File: src/rtl/pwm_core.sv
// PWM generator with prescaler, glitch-free shadowed period/duty, one-shot mode
// and a sticky period-end interrupt.
module pwm_core #(
  parameter int CNT_W = 16
) (
  input  logic             clk,
  input  logic             reset,
  input  logic [7:0]       ctrl,
  input  logic [CNT_W-1:0] divisor,
  input  logic [CNT_W-1:0] period,
  input  logic [CNT_W-1:0] duty_cycle,
  input  logic             irq_ack,
  output logic             pwm_out,
  output logic             irq,
  output logic             running,
  output logic [CNT_W-1:0] cnt_value
);

  typedef enum logic [1:0] {
    IDLE = 2'd0,
    RUN  = 2'd1,
    DONE = 2'd2
  } state_t;

  state_t state, state_next;

  logic [CNT_W-1:0] presc, cnt;
  logic [CNT_W-1:0] div_sh, per_sh, duty_sh;
  logic             oneshot_sh;

  logic enable, out_en, polarity, irq_en, hold;
  logic tick, period_end, load_sh, clear_cnt;
  logic pwm_next;
  logic unused_ctrl;

  assign enable      = ctrl[0];
  assign out_en      = ctrl[1];
  assign polarity    = ctrl[2];
  assign irq_en      = ctrl[4];
  assign hold        = ctrl[6];
  assign unused_ctrl = ^{ctrl[7], ctrl[5]};

  // NOTE: every signal driven here gets a default first so no path can infer a latch.
  always_comb begin
    state_next = state;
    tick       = 1'b0;
    period_end = 1'b0;
    load_sh    = 1'b0;
    clear_cnt  = 1'b0;
    case (state)
      IDLE: begin
        clear_cnt = 1'b1;
        if (enable) begin
          state_next = RUN;
          load_sh    = 1'b1;
        end
      end
      RUN: begin
        if (!enable) begin
          state_next = IDLE;
          clear_cnt  = 1'b1;
        end else if (hold) begin
          // Hold keeps the counters parked at 0 and tracks the CSR inputs live.
          clear_cnt = 1'b1;
          load_sh   = 1'b1;
        end else begin
          tick = (presc == div_sh);
          if (tick && (cnt == per_sh)) begin
            period_end = 1'b1;
            load_sh    = 1'b1;
            if (oneshot_sh) state_next = DONE;
          end
        end
      end
      DONE: begin
        if (!enable) begin
          state_next = IDLE;
          clear_cnt  = 1'b1;
        end
      end
      default: begin
        state_next = IDLE;
        clear_cnt  = 1'b1;
      end
    endcase
  end

  // Output is the inactive level except while actively generating.
  always_comb begin
    pwm_next = polarity;
    if ((state == RUN) && out_en) pwm_next = (cnt < duty_sh) ^ polarity;
  end

  // NOTE: sequential state uses non-blocking assignments so all flops sample pre-edge values.
  always_ff @(posedge clk or posedge reset) begin
    if (reset) begin
      state   <= IDLE;
      running <= 1'b0;
    end else begin
      state   <= state_next;
      running <= (state_next == RUN);
    end
  end

  always_ff @(posedge clk or posedge reset) begin
    if (reset) begin
      presc <= '0;
      cnt   <= '0;
    end else if (clear_cnt) begin
      presc <= '0;
      cnt   <= '0;
    end else if (state == RUN) begin
      presc <= tick ? '0 : presc + CNT_W'(1);
      if (tick) cnt <= period_end ? '0 : cnt + CNT_W'(1);
    end
  end

  // Shadows are few flops and software can read their effect, so they get a defined reset.
  always_ff @(posedge clk or posedge reset) begin
    if (reset) begin
      div_sh     <= '0;
      per_sh     <= '0;
      duty_sh    <= '0;
      oneshot_sh <= 1'b0;
    end else if (load_sh) begin
      div_sh     <= divisor;
      per_sh     <= period;
      duty_sh    <= duty_cycle;
      oneshot_sh <= ctrl[3];
    end
  end

  // A coincident period-end wins over the acknowledge so no event is lost.
  always_ff @(posedge clk or posedge reset) begin
    if (reset) begin
      pwm_out <= 1'b0;
      irq     <= 1'b0;
    end else begin
      pwm_out <= pwm_next;
      if (period_end && irq_en) irq <= 1'b1;
      else if (irq_ack)         irq <= 1'b0;
    end
  end

  assign cnt_value = cnt;

endmodule

File: config.mk
export PLATFORM = sky130hd
export DESIGN_NAME = pwm_core
export DESIGN_NICKNAME = d
export VERILOG_FILES = /design/src/rtl/pwm_core.sv
export SDC_FILE = /design/constraint.sdc
export NUM_CORES = 1
export LEC_CHECK = 0
export CAP_MARGIN = 20
export CORE_UTILIZATION = 40
export CTS_CLUSTER_DIAMETER = 30
export CTS_CLUSTER_SIZE = 40
export DETAILED_ROUTE_END_ITERATION = 16
export GPL_TIMING_DRIVEN = 0
export PLACE_DENSITY = 0.74
export SLEW_MARGIN = 20
export SYNTH_ARGS = -nofsm -noshare
export SYNTH_HDL_FRONTEND = slang
export SYNTH_SLANG_ARGS = --single-unit
File: constraint.sdc
create_clock -name clk -period 7.7 [get_ports clk]
set_input_delay 1.54 -clock clk [delete_from_list [all_inputs] [get_ports clk]]
set_output_delay 1.54 -clock clk [all_outputs]
set_load 0.01 [all_outputs]
==> results of run 1 <==
layout by cell type (no fill, tap or decap), types with 2 or more instances in the layout:
cell type / count
clkbuf_8: 2
nor2b_1: 4
o21ai_0: 11
mux2_2: 39
nand4_1: 18
xnor2_1: 41
ha_1: 21
a211oi_1: 2
a31oi_1: 4
xor2_1: 10
clkbuf_1: 8
inv_1: 21
and3_1: 8
a41oi_1: 2
o41ai_1: 7
and4_1: 4
nand2b_1: 3
clkinvlp_4: 3
nand3_1: 18
nor3_1: 11
a32oi_1: 5
clkbuf_16: 9
o21a_1: 2
nor4_1: 4
dfrtp_1: 86
a21oi_1: 10
buf_2: 8
nor2_1: 29
nand2_1: 23
mux2_4: 10
clkdlybuf4s50_1: 75
o211ai_1: 2
kinds of logic (layout without fill, tap and decap cells):
logic type      count (synthesis)  in the layout  share of synthesized area, %
buf+inv                        40            132                         3.621
fa+ha+maj                      21             21                         5.550
xor+xnor                       51             51                         9.434
simple gates                  134            134                         15.57
mux                            49             49                         12.45
compound gates                 54             54                         7.928
flops                          86             86                         45.45
worst register-to-register path: stages, from the launching register on:
cell and delay, ns:
dfrtp_1 0.42, inv_1 0.09, ha_1 0.21, buf_2 0.23, nor2_1 0.10, o21ai_0 0.29
clkbuf_1 0.48, clkbuf_1 0.47, nor2_1 0.09, nand4b_1 0.12, nand3_1 0.08
worst min-delay path by stage:
stage                     depth (start not counted)  slack (ns)                    start                       to
after global routing                              1        0.53   duty_sh[3]$_DFFE_PP0P_   duty_sh[3]$_DFFE_PP0P_
after floorplan                                   1        0.47   duty_sh[0]$_DFFE_PP0P_   duty_sh[0]$_DFFE_PP0P_
final                                             1        0.51   duty_sh[1]$_DFFE_PP0P_   duty_sh[1]$_DFFE_PP0P_
after detailed placement                          1        0.49   duty_sh[7]$_DFFE_PP0P_   duty_sh[7]$_DFFE_PP0P_
after CTS                                         1        0.51   duty_sh[1]$_DFFE_PP0P_   duty_sh[1]$_DFFE_PP0P_
after global placement                            1        0.49  duty_sh[15]$_DFFE_PP0P_  duty_sh[15]$_DFFE_PP0P_
state kept, by name, summed over array words and instances, names as in the netlist:
| signal | flops |
|---|---|
| irq | 1 |
| div_sh | 16 |
| pwm_out | 1 |
| cnt_value | 16 |
| presc | 16 |
| state | 2 |
| duty_sh | 16 |
| running | 1 |
| oneshot_sh | 1 |
| per_sh | 16 |
area by class of cell:
| class | count | area (um2) | area share [%] |
|---|---|---|---|
| Buffer | 18 | 88.84 | 1.481 |
| Clock buffer | 11 | 252.7 | 4.214 |
| Clock inverter | 5 | 57.56 | 0.9597 |
| Inverter | 22 | 85.08 | 1.419 |
| Multi-Input combinational cell | 309 | 2411 | 40.20 |
| Sequential cell | 86 | 2152 | 35.89 |
| Tap cell | 143 | 178.9 | 2.984 |
| Timing Repair Buffer | 76 | 770.7 | 12.85 |
power breakdown:
part,internal [mW],switching (mW),total (mW),leakage [nW]
Sequential,0.593,0.0957,0.689,1.08
Clock,0.268,0.182,0.451,0.144
Combinational,0.294,0.271,0.565,1.28
Total,1.16,0.549,1.70,2.50
through the flow:
step / instance area [um2] / utilization, % / setup slack (ns)
global placement: 5664 / 49.39 / 2.582
detailed placement: 5687 / 49.59 / 3.801
CTS: 5997 / 52.30 / 4.134
finish: 5997 / 52.30 / 4.115
floorplan: 4735 / - / 3.938
global route: 5997 / 52.30 / 3.970
per-layer routing:
| layer | global-route usage, % | vias up | wire length (um) |
|---|---|---|---|
| li1 | - | 1734 | - |
| met1 | 24.67 | 1834 | 4763 |
| met2 | 33.91 | 137 | 5862 |
| met3 | 4.429 | 19 | 674 |
| met4 | 6.667 | 0 | 211 |
| met5 | 0 | - | 0 |
==> flow_summary.yaml, run 1 <==
run_status:
  status: "complete, no violations"
final_layout:
  area_delta_synth_final_pct: 26.66
  layout-drive-gt1-share_pct: 15.75
  fin_cells: 670
  diodes: 0
  fillers: 1023
  nets: 602
critical_path:
  slowest_stage: "clkdlybuf4s50_1"
  regToRegEndpoint: "cnt_value[12]$_DFFE_PP0P_"
  worst-path-buf-inv: 3
  end_kind: "flip-flop"
  path_common_cell: "clkbuf_1"
  crit_cells: 8
  worstSetupPathType: "input pin to flip-flop"
  max_stage_delay_ns: 0.59
  r2r.worst_path.cells: 10
  r2r-start: "state[1]$_DFF_PP0_"
  rrSetupSlack_ns: 5.01
  cp-startpoint: "ctrl[6]"
  path_cells: "clkdlybuf4s50_1, a21boi_0, o21ai_0, clkbuf_1, clkbuf_1, nor2_1, nand4b_1, nand3_1"
  cp_max_fo: 10
  crit_family: "buffers and inverters"
  worstPathArrival_ns: 3.82
  crit_required_ns: 7.93
  crit_path_end: "cnt_value[12]$_DFFE_PP0P_"
  cp-start-kind: "input pin"
clock_tree:
  cts_hold_buf: 0
  numCtsBuffers: 9
  htreeDepth: 3
  clockRootBuffer: "clkbuf_16"
  cts_sinks: 86
  tritoncts: "built"
  cts_resized: 0
  insertion_delay_ns: 0.35
  clock_path_buffers: 2
  post_cts_buffers: 0
  clk_pin_slew_worst_paths_ns: 0.07
synth:
  syn_inst: 435
  synth-seq-cells: 86
  yosysMostFrequentCell: "dfrtp_1"
  synth-edff-count: 0
  synth_top_area_cell: "dfrtp_1"
  ys_top_cells_by_count: "86 x dfrtp_1, 41 x xnor2_1, 39 x mux2_2"
  mappedNetlistArea_um2: 4735
  synth.top_cell.area_share_pct: 45.45
  synth_ff_type: "dfrtp_1"
  syn-num-nets: 515
  async_reset_ff_share_pct: 100.0
  synth_area_leaders: "dfrtp_1 45%, mux2_2 9.3%, xnor2_1 7.6%, ha_1 5.5%, mux2_4 3.2%"
  yosysWarnings: 0
  yosysSeqAreaShare_pct: 45.45
  synth_cell_types: 51
  synth.avg_cell_area_um2: 10.88
drt:
  vias: 3724
  drc: 0
  antenna_left: 0
  drtIter0Drc: 280
  post_drt_wl_per_cell_um: 17.18
  vias_per_cell: 5.558
  wl_um: 11510
  drtPass1Iterations: 4
floorplanning:
  io_pins: 78
  die-width_um: 110.8
  die_h_um: 110.8
  initial_core_util_pct: 41.29
  num_rows: 39
  core_area_um2: 11470
  die-area_um2: 12280
sta:
  setup_violations: 0
  max_freq_mhz: 278.9
  drv_slew: 0
  whs_ns: 0.5093
  rsz0062_at_grt: "no"
  min_period_ns: 3.585
  fin_setup_tns_ns: 0
  hold_viol_final: 0
  relSlewSlack_pct: 55.66
  min_period_over_period_pct: 46.56
  skew_ns: 0.007920
  tightest_slew_ns: 0.6644
place:
  io_buffers: 75
  hpwl_um: 8339
  place_congestion: 0.8549
  dp_cells: 654
pwr:
  leakage_nw: 2.500
  vdd_drop_max_mv: 0.1792
  total_power_mw: 1.704
  p_per_area_nw_per_um2: 284.2
worst_hold_path:
  min_path_type: "flip-flop to flip-flop"
global_routing:
  grt_use_total_pct: 19.82
  antenna_found_initial: 0
  grt_max_degree: 52
  grt_pass1_vias: 3764
  grt.overflow.total: 0
  grt_pass1_wl_um: 19070
flow_run:
  max_cap_violations: 0
Note: power is estimated with default switching activity, not from simulation.
==> run 2, diff against run 1 <==
Clock period 7.7 ns to 3.53 ns, I/O delays scaled along.
==> results of run 2 <==
The final DEF is identical to that of run 1. Status: complete, no violations.
Main changes from that run: setup slack after placement 3.801 ns -> 0.4650 ns; setup slack after layout 4.115 ns -> 0.7787 ns; register-to-register setup slack 5.01 ns -> 0.84 ns; total power 1.704 mW -> 3.718 mW; worst IR drop on VDD 0.1792 mV -> 0.3909 mV
==> run 3, diff against run 2 <==
Settings changed: PLACE_DENSITY 0.74 to 0.76.
Clock period 3.53 ns to 2.5 ns, I/O delays scaled along.
==> run 3 against run 2 <==
Net effect:
- clock skew is essentially flat
- critical path type is now flip-flop to flip-flop
- register-to-register slack got worse by 0.78 ns
- first-iteration DRC count decreased by 27%
- count of clock-buffer cells in the layout did not move
- largest cell class unchanged
==> flow_summary.yaml, run 3 (synthesis results as in run 1) <==
sta:
  max_freq_mhz: 410.3
  setup_violations: 0
  min_period_over_period_pct: 97.49
  drv_slew: 0
  min_period_ns: 2.437
  relSlewSlack_pct: 67.33
  skew_ns: 0.007938
  whs_ns: 0.4471
  fin_setup_tns_ns: 0
  hold_viol_final: 0
  tightest_slew_ns: 0.4855
drt:
  drtIter0Drc: 204
  wl_um: 11370
  antenna_left: 0
  vias_per_cell: 5.496
  drtPass1Iterations: 5
  drc: 0
  post_drt_wl_per_cell_um: 16.85
  vias: 3710
pwr:
  leakage_nw: 2.544
  switchingPower_mw: 1.665
  p_int_mw: 3.485
  p_comb_share_pct: 34.1
  swShare_pct: 32.32
  pwr-share-clk_pct: 24.8
  p_per_area_nw_per_um2: 847.1
  vdd_drop_max_mv: 0.5140
  p_seq_share_pct: 41.1
critical_path:
  max_stage_delay_ns: 0.41
  worstPathArrival_ns: 2.67
  worst-path-buf-inv: 4
  slowest_stage: "dfrtp_1"
  worstSetupPathType: "flip-flop to flip-flop"
  r2r.worst_path.cells: 9
  cp_max_fo: 10
  crit_family: "buffers and inverters"
  end_kind: "flip-flop"
  path_common_cell: "buf_4"
  path_cells: "buf_2, xnor2_1, nand4_1, nor4_4, buf_4, a41oi_2, buf_4, buf_6, mux2_4"
  crit_required_ns: 2.73
  crit_cells: 9
  cp-start-kind: "flip-flop"
floorplanning:
  die-width_um: 110.8
  initial_core_util_pct: 41.29
  core_area_um2: 11470
  num_rows: 39
  die-area_um2: 12280
  io_pins: 78
  die_h_um: 110.8
clock_tree:
  insertion_delay_ns: 0.34
  numCtsBuffers: 9
  tritoncts: "built"
  htreeDepth: 3
  cts_sinks: 86
  cts_hold_buf: 0
  clk_pin_slew_worst_paths_ns: 0.07
  clock_path_buffers: 2
  clockRootBuffer: "clkbuf_16"
place:
  hpwl_um: 8367
  place_congestion: 0.8512
  io_buffers: 75
global_routing:
  grt_pass1_vias: 3808
  grt_max_degree: 36
  grt_use_total_pct: 19.68
  grt.overflow.total: 0
  antenna_found_initial: 0
  grt_pass1_wl_um: 18950
run_status:
  status: "complete, no violations"
final_layout:
  area_delta_synth_final_pct: 28.41
  layout_common_cells: "86 x dfrtp_1, 75 x clkdlybuf4s50_1, 41 x xnor2_1, 39 x mux2_2, 29 x nor2_1"
  layout-drive-gt1-share_pct: 18.23
  layout_commonest_cell: "dfrtp_1"
  nets: 607
  diodes: 0
worst_hold_path:
  min_path_type: "input pin to asynchronous set/reset pin"
flow_run:
  max_cap_violations: 0
-- run 3: cell count changes in the layout (fill, tap and decap cells not counted), sizes merged --
| cell | delta |
|---|---|
| buf | +7 |
| bufinv | -1 |
| clkbuf | -2 |
| clkinv | +2 |
| inv | -1 |
-- run 3: timing repair --
action / CTS / global route
buffers inserted: 1 / 3
setup endpoints to repair: 27 / 58
resized for setup: 4 / 10
pin swaps: 1 / 2
gates cloned: 0 / 0
-- run 3: power by group through the flow --
stage / registers (mW) / clock network, mW / logic, mW
finish: 2.12 / 1.28 / 1.76
global route: 2.17 / 1.35 / 1.95
CTS: 2.12 / 1.30 / 1.76
detailed placement: 2.14 / 0 / 1.73
global placement: 2.12 / 0 / 1.67
floorplan: 2.06 / 0 / 1.30
-- run 3: worst paths after layout --
path	start	end	slack, ns
worst min-delay path	reset	running$_DFF_PP0_	0.45
worst max register to register	cnt_value[7]$_DFFE_PP0P_	duty_sh[8]$_DFFE_PP0P_	0.06
max in group asynchronous	reset	duty_sh[13]$_DFFE_PP0P_	1.47
worst min register to register	duty_sh[14]$_DFFE_PP0P_	duty_sh[14]$_DFFE_PP0P_	0.51
worst max-delay path	cnt_value[7]$_DFFE_PP0P_	duty_sh[8]$_DFFE_PP0P_	0.06
min in group clk	duty_sh[14]$_DFFE_PP0P_	duty_sh[14]$_DFFE_PP0P_	0.51
-- run 3: final cells by class --
class,count,area (um2)
Buffer,17,95.09
Inverter,22,86.33
Fill cell,1015,5388
Sequential cell,86,2152
Clock buffer,11,252.7
Multi-Input combinational cell,309,2432
Tap cell,143,178.9
Timing Repair Buffer,82,848.3
Clock inverter,5,33.78
-- run 3: worst register-to-register path: stages (launching register included) --
cell and delay (ns):
dfrtp_1 0.41, buf_2 0.19, xnor2_1 0.16, nand4_1 0.22, nor4_4 0.32, buf_4 0.20, a41oi_2 0.15, buf_4 0.21
buf_6 0.16, mux2_4 0.31
-- run 3: routing by layer --
layer / global-route usage [%] / vias up / routed length [um]
li1: - / 1753 / -
met1: 24.42 / 1830 / 4864
met2: 33.42 / 104 / 5682
met3: 4.046 / 23 / 568
met4: 7.911 / 0 / 259
met5: 0 / - / 0
-- run 3: metrics by stage --
stage                     utilization (%)  std cells  worst slack, ns  power (mW)  cell area (um2)
after floorplan                         -        435           0.3400       3.363             4738
final                               53.02        675          0.06277       5.150             6080
after global placement              49.43        653          -0.3497       3.785             5668
after detailed placement            50.02        656          -0.4333       3.873             5736
after CTS                           52.62        673          0.01491       5.174             6035
after global routing                53.02        675        -0.005764       5.468             6080
